[src/rtl/dcache_ecc_scrubber_pkg.sv]
// Shared types and helpers for the data-cache ECC scrub sequencer.
package dcache_ecc_scrubber_pkg;

  typedef enum logic [2:0] {
    S_IDLE,
    S_WAIT,
    S_READ,
    S_CHECK,
    S_FIX,
    S_VERIFY
  } scrub_state_e;

  localparam int unsigned ScrubDefaultInterval = 64;
  localparam int unsigned ScrubCntWidth        = 16;

  function automatic logic [7:0] popcount(input logic [63:0] v);
    logic [7:0] c;
    c = '0;
    for (int i = 0; i < 64; i++) c = c + {7'd0, v[i]};
    return c;
  endfunction

endpackage

[src/rtl/dcache_ecc_scrubber_lzc.sv]
// Lowest-set-bit selector: isolates the lowest pending way as a one-hot mask.
module dcache_ecc_scrubber_lzc #(
  parameter int unsigned Width = 8
) (
  input  logic [Width-1:0] vec,
  output logic [Width-1:0] onehot
);

  assign onehot = vec & (~vec + Width'(1));

endmodule

[src/rtl/dcache_ecc_scrubber.sv]
// Background ECC scrubber: reads every set at lowest priority, rewrites ways
// with correctable errors, re-reads to verify, and counts/flags events.
module dcache_ecc_scrubber
  import dcache_ecc_scrubber_pkg::*;
#(
  parameter  int unsigned NumIdx        = 256,
  parameter  int unsigned NumWays       = 8,
  parameter  int unsigned IntervalWidth = 16,
  parameter  int unsigned CntWidth      = ScrubCntWidth,
  localparam int unsigned IdxWidth      = (NumIdx > 1) ? $clog2(NumIdx) : 1
) (
  input  logic                     clk_i,
  input  logic                     rst_i,
  input  logic                     en_i,
  input  logic [IntervalWidth-1:0] interval_i,
  input  logic                     busy_i,
  output logic [NumWays-1:0]       req_o,
  output logic                     we_o,
  output logic [IdxWidth-1:0]      idx_o,
  input  logic                     gnt_i,
  input  logic [NumWays-1:0]       ce_i,
  input  logic [NumWays-1:0]       ue_i,
  output logic                     capture_o,
  output logic [CntWidth-1:0]      ce_cnt_o,
  output logic [CntWidth-1:0]      ue_cnt_o,
  output logic                     ue_irq_o,
  output logic [IdxWidth-1:0]      ue_idx_o,
  output logic                     pass_done_o
);

  localparam logic [IdxWidth-1:0] LastIdx = IdxWidth'(NumIdx - 1);

  function automatic logic [CntWidth-1:0] sat_add(input logic [CntWidth-1:0] a,
                                                  input logic [7:0] b);
    logic [CntWidth+8:0] s;
    s = {9'd0, a} + {{(CntWidth+1){1'b0}}, b};
    return (s > {9'd0, {CntWidth{1'b1}}}) ? '1 : s[CntWidth-1:0];
  endfunction

  scrub_state_e              state_q, state_d;
  logic [IdxWidth-1:0]       idx_q, idx_d, ue_idx_q, ue_idx_d;
  logic [IntervalWidth-1:0]  cnt_q, cnt_d;
  logic [NumWays-1:0]        pend_q, pend_d, ue_seen_q, ue_seen_d;
  logic                      verifying_q, verifying_d, wr_phase_q, wr_phase_d;
  logic [CntWidth-1:0]       ce_cnt_q, ce_cnt_d, ue_cnt_q, ue_cnt_d;
  logic                      ue_irq_q, ue_irq_d, pass_done_q, pass_done_d;
  logic                      advance;
  logic [NumWays-1:0]        ue_new, ce_good, lzc_vec, lowest, pend_rest;

  // UE on a way overrides CE; a UE already reported in this step is not recounted.
  assign ue_new    = ue_i & ~ue_seen_q;
  assign ce_good   = ce_i & ~(ue_i | ue_seen_q);
  assign lzc_vec   = (state_q == S_CHECK) ? ce_good : pend_q;
  assign pend_rest = pend_q & ~lowest;

  dcache_ecc_scrubber_lzc #(.Width(NumWays)) u_lzc (
    .vec    (lzc_vec),
    .onehot (lowest)
  );

  always_comb begin
    state_d     = state_q;
    idx_d       = idx_q;
    cnt_d       = cnt_q;
    pend_d      = pend_q;
    ue_seen_d   = ue_seen_q;
    verifying_d = verifying_q;
    wr_phase_d  = wr_phase_q;
    ce_cnt_d    = ce_cnt_q;
    ue_cnt_d    = ue_cnt_q;
    ue_idx_d    = ue_idx_q;
    ue_irq_d    = 1'b0;
    pass_done_d = 1'b0;
    req_o       = '0;
    we_o        = 1'b0;
    capture_o   = 1'b0;
    advance     = 1'b0;
    unique case (state_q)
      S_IDLE: begin
        if (en_i) begin
          state_d = S_WAIT;
          cnt_d   = interval_i;
        end
      end
      S_WAIT: begin
        if (!en_i) state_d = S_IDLE;
        else if (cnt_q <= IntervalWidth'(1)) state_d = S_READ;
        else cnt_d = cnt_q - IntervalWidth'(1);
      end
      S_READ, S_VERIFY: begin
        req_o = busy_i ? '0 : '1;
        if (gnt_i && !busy_i) begin
          state_d     = S_CHECK;
          verifying_d = (state_q == S_VERIFY);
        end else if (state_q == S_READ && !en_i) begin
          state_d = S_IDLE;
        end
      end
      S_CHECK: begin
        ue_seen_d = ue_seen_q | ue_i;
        if (|ue_new) begin
          ue_cnt_d = sat_add(ue_cnt_q, popcount(64'(ue_new)));
          ue_irq_d = 1'b1;
          ue_idx_d = idx_q;
        end
        if (verifying_q) begin
          // Persistent CE after a rewrite is a stuck bit: count it, do not refix.
          ce_cnt_d = sat_add(ce_cnt_q, popcount(64'(ce_good)));
          advance  = 1'b1;
        end else if (|ce_good) begin
          if (busy_i) begin
            state_d = S_READ;
          end else begin
            req_o      = lowest;
            capture_o  = 1'b1;
            pend_d     = ce_good;
            wr_phase_d = 1'b1;
            state_d    = S_FIX;
          end
        end else begin
          advance = 1'b1;
        end
      end
      S_FIX: begin
        // Demand traffic may have rewritten the line; captured data is stale.
        if (busy_i) begin
          pend_d  = '0;
          state_d = S_READ;
        end else if (wr_phase_q) begin
          req_o = lowest;
          we_o  = 1'b1;
          if (gnt_i) begin
            pend_d   = pend_rest;
            ce_cnt_d = sat_add(ce_cnt_q, 8'd1);
            if (pend_rest == '0) state_d = S_VERIFY;
            else wr_phase_d = 1'b0;
          end
        end else begin
          req_o      = lowest;
          capture_o  = 1'b1;
          wr_phase_d = 1'b1;
        end
      end
      default: state_d = S_IDLE;
    endcase
    if (advance) begin
      idx_d       = (idx_q == LastIdx) ? '0 : idx_q + IdxWidth'(1);
      pass_done_d = (idx_q == LastIdx);
      ue_seen_d   = '0;
      pend_d      = '0;
      if (!en_i) state_d = S_IDLE;
      else if (interval_i == '0) state_d = S_READ;
      else begin
        state_d = S_WAIT;
        cnt_d   = interval_i;
      end
    end
  end

  always_ff @(posedge clk_i or posedge rst_i) begin
    if (rst_i) begin
      state_q     <= S_IDLE;
      idx_q       <= '0;
      cnt_q       <= '0;
      pend_q      <= '0;
      ue_seen_q   <= '0;
      verifying_q <= 1'b0;
      wr_phase_q  <= 1'b0;
      ce_cnt_q    <= '0;
      ue_cnt_q    <= '0;
      ue_idx_q    <= '0;
      ue_irq_q    <= 1'b0;
      pass_done_q <= 1'b0;
    end else begin
      state_q     <= state_d;
      idx_q       <= idx_d;
      cnt_q       <= cnt_d;
      pend_q      <= pend_d;
      ue_seen_q   <= ue_seen_d;
      verifying_q <= verifying_d;
      wr_phase_q  <= wr_phase_d;
      ce_cnt_q    <= ce_cnt_d;
      ue_cnt_q    <= ue_cnt_d;
      ue_idx_q    <= ue_idx_d;
      ue_irq_q    <= ue_irq_d;
      pass_done_q <= pass_done_d;
    end
  end

  assign idx_o       = idx_q;
  assign ce_cnt_o    = ce_cnt_q;
  assign ue_cnt_o    = ue_cnt_q;
  assign ue_idx_o    = ue_idx_q;
  assign ue_irq_o    = ue_irq_q;
  assign pass_done_o = pass_done_q;

endmodule
[config.mk]
export PLATFORM = sky130hd
export DESIGN_NAME = dcache_ecc_scrubber
export DESIGN_NICKNAME = d
export VERILOG_FILES = /design/src/rtl/dcache_ecc_scrubber_pkg.sv /design/src/rtl/dcache_ecc_scrubber_lzc.sv /design/src/rtl/dcache_ecc_scrubber.sv
export SDC_FILE = /design/constraint.sdc
export NUM_CORES = 1
export LEC_CHECK = 0
export CORE_MARGIN = 1.5
export CORE_UTILIZATION = 45
export CTS_CLUSTER_DIAMETER = 40
export DETAILED_ROUTE_END_ITERATION = 16
export PLACE_DENSITY = 0.69
export SETUP_SLACK_MARGIN = 0.5
export SKIP_CTS_REPAIR_TIMING = 1
export SLEW_MARGIN = 5
export SYNTH_ARGS = -nofsm -noshare
export SYNTH_HDL_FRONTEND = slang
export SYNTH_HIERARCHICAL = 1
export SYNTH_SLANG_ARGS = --single-unit
[constraint.sdc]
create_clock -name clk_i -period 7.5 [get_ports clk_i]
set_input_delay 0.75 -clock clk_i [delete_from_list [all_inputs] [get_ports clk_i]]
set_output_delay 0.75 -clock clk_i [all_outputs]
set_load 0.03 [all_outputs]
==> impl_metrics.yaml <==
outcome:
  status: "complete, no violations"
timing:
  period_share: 0.7105
  fin_skew_ps: 5.214
  timing.hold.ws_ps: 509.7
  timing.fmax_mhz: 187.7
  slew_viol_final: 0
  rsz0062_at_grt: "false"
  period_needed_ps: 5329
  relSlewSlack: 0.2089
  final_hold_viol_count: 0
  fin_setup_tns_ps: 0
  worst_pin_slew_ps: 1187
  setup_viol: 0
synth:
  yosys_warnings: 6
  muxShareOfSynthArea: 0.03551
  synthTopCellsByArea: "dfrtp_1 (37%), o21ai_0 (4.8%), nor2_1 (4.6%), nand2_1 (4.3%), a21oi_1 (4.3%)"
  syn_inst: 684
  synth_nets: 748
  async_reset_ff_frac: 1.000
  synth-seq-cells: 87
  synth_edf_count: 0
  synth_top_area_cell: "dfrtp_1"
  yosys.area.top_type_share: 0.3700
  synthTopCellsByCount: "dfrtp_1 (87), nor2_1 (72), nand2_1 (68)"
  synth_top_family_by_area: "simple AND/OR/NAND/NOR gates"
  synth_xor_area_frac: 0.03275
  avgSynthCellArea_um2: 8.603
  yosys.area_share.simple: 0.2471
  yosysSeqAreaShare: 0.3700
  synth_fa_ha_area_frac: 0.07017
  synth.most_common_cell: "dfrtp_1"
  synth_compound_area_frac: 0.2026
  syn_area_mm2: 0.005884
  ys.flop_type: "dfrtp_1"
  ys_types: 74
setup_path:
  crit_path_end_kind: "register"
  cp-startpoint: "ue_i[0]"
  worstSetupStartpointType: "input pin"
  crit_end: "ce_cnt_o[7]"
  worstPathRequired_ps: 7770
  path_max_fanout: 8
  arrival_ps: 5590
  rr_startpoint: "ue_seen_q[0]"
  reg2reg_depth: 15
  r2r-end: "ce_cnt_o[7]"
  r2r_slack_ps: 2660
  worstSetupPathType: "input pin to register"
power_and_ir_drop:
  ir_drop_mv: 0.1560
  p_per_area_mw_per_mm2: 360.3
  leakagePower_uw: 0.003085
finish:
  nFillCells: 1187
  final_util: 0.5732
  area_growth_pct: 23.43
  drive_gt1_frac: 0.07633
  fin_nets: 832
  final_cells: 945
  diodes: 0
drt:
  final_antenna_net_count: 0
  post-route-drc-count: 0
  drtIter0Drc: 407
  vias_per_cell: 5.895
  drtPass1Iterations: 5
  vias: 5571
  wl_per_cell_um: 16.93
  wl_um: 16000
place:
  gp_congestion: 0.8978
  numPortBuffers: 96
  hpwl_um: 11410
  placed_cells: 929
floorplan:
  io-pin-count: 97
  coreArea_mm2: 0.01267
  start_util: 0.4644
  fp-row-count: 41
  die_h_um: 117.4
  die-area_mm2: 0.01377
  fp.dieW_um: 117.4
min_path:
  hold_path_class: "register to register"
cts:
  cts_max_level: 3
  numCtsBuffers: 9
  worstSkewPairLatency_ps: 350
  path_clk_slew_ps: 60
  cts_buffer_depth: 2
  cts_tree: "done"
  cts_sinks: 87
  cts_root_buffer: "clkbuf_16"
grt:
  track_usage: 0.2326
  antenna_found_initial: 0
  grt_pass1_wl_um: 26250
  grt_max_degree: 73
  overflow: 0
  grt_pass1_vias: 5343
job:
  maxCapViolCount: 0
[cells in the final DEF (no fill, tap or decap), types with 4 or more instances in the layout]
| cell type | instances |
|---|---|
| nand2_1 | 68 |
| and4_1 | 5 |
| nand2b_1 | 15 |
| nand4_1 | 18 |
| nand3_1 | 13 |
| nor2b_1 | 9 |
| ha_1 | 17 |
| nor3_1 | 12 |
| or3_1 | 5 |
| a21o_1 | 15 |
| nor4_1 | 12 |
| dfrtp_1 | 87 |
| o31ai_1 | 5 |
| xnor2_1 | 5 |
| a31oi_1 | 4 |
| xor2_1 | 17 |
| o21a_1 | 6 |
| o21ai_0 | 56 |
| mux2_2 | 13 |
| and3_1 | 7 |
| a21oi_1 | 50 |
| and2_1 | 5 |
| buf_4 | 4 |
| nor2_1 | 72 |
| fa_1 | 10 |
| o22ai_1 | 13 |
| or3b_2 | 8 |
| o21ai_1 | 5 |
| mux2i_1 | 4 |
| clkbuf_16 | 9 |
| o211ai_1 | 4 |
| clkdlybuf4s50_1 | 96 |
| inv_1 | 34 |
| a22oi_1 | 4 |
[final cells by class]
cell class	instances	area, µm²	share of cell area
multi-input cells	535	3461	0.4765
clock buffers	12	256.5	0.03531
well taps	172	215.2	0.02963
clock inverters	4	30.03	0.004134
flip-flops and latches	87	2177	0.2997
inverters	35	132.6	0.01826
repair buffers	100	991.0	0.1364
[cells by family (layout without fill, tap and decap cells)]
logic type | Yosys count | in the layout
AND/OR/NAND/NOR | 276 | 276
AO/OA/AOI/OAI | 191 | 191
flip-flops | 87 | 87
buffers and inverters | 62 | 151
adder cells (fa/ha/maj) | 27 | 27
XOR/XNOR | 22 | 22
multiplexers | 19 | 19
[how the worst min path moves through the flow]
stage / depth (start not counted) / startpoint / to
floorplan: 2 / ue_seen_q[1] / ue_seen_q[1]
global placement: 2 / ue_seen_q[6] / ue_seen_q[6]
detailed placement: 2 / ue_seen_q[5] / ue_seen_q[5]
CTS: 2 / ue_seen_q[5] / ue_seen_q[5]
finish: 1 / ue_idx_o[5] / ue_idx_o[5]
global route: 1 / ue_idx_o[5] / ue_idx_o[5]
[power by group]
| group | internal [µW] | switching, µW |
|---|---|---|
| clock network | 244 | 194 |
| logic | 573 | 803 |
| registers | 614 | 189 |
[layer usage]
metal,GRT usage,part of all wire,up-vias,routed length (µm)
met2,0.3768,0.47,174,7515
met4,0.09414,0.019,0,299
met1,0.3137,0.46,2732,7393
li1,-,-,2642,-
met5,0,0,-,0
met3,0.03307,0.050,23,792
[flip-flops by register name, indices dropped and copies added, names as in the netlist]
name / flops
state_q: 3
pass_done_o: 1
ue_seen_q: 8
ue_irq_o: 1
wr_phase_q: 1
verifying_q: 1
cnt_q: 16
idx_o: 8
ue_cnt_o: 16
pend_q: 8
ue_idx_o: 8
ce_cnt_o: 16
[worst max-delay path, stage by stage]
cell,delay (ps)
clkdlybuf4s50_1,440
or3b_2,550
inv_1,100
fa_1,410
inv_1,80
fa_1,430
fa_1,460
fa_1,430
fa_1,420
nor2b_1,120
o21ai_0,130
a21oi_1,370
a21o_1,360
nor2_1,160
a221o_1,330
o21ai_0,70
[metrics by stage]
step / cell area (µm²) / worst slack, ps / total power (µW)
final: 7263 / 2171 / 2617
after global routing: 7263 / 1940 / 2823
after CTS: 7263 / 2210 / 2615
after detailed placement: 6977 / 1856 / 2168
after global placement: 6977 / 1943 / 2125
after floorplan: 5884 / 2743 / 1761
No activity file was read; power rests on OpenSTA's default activity.
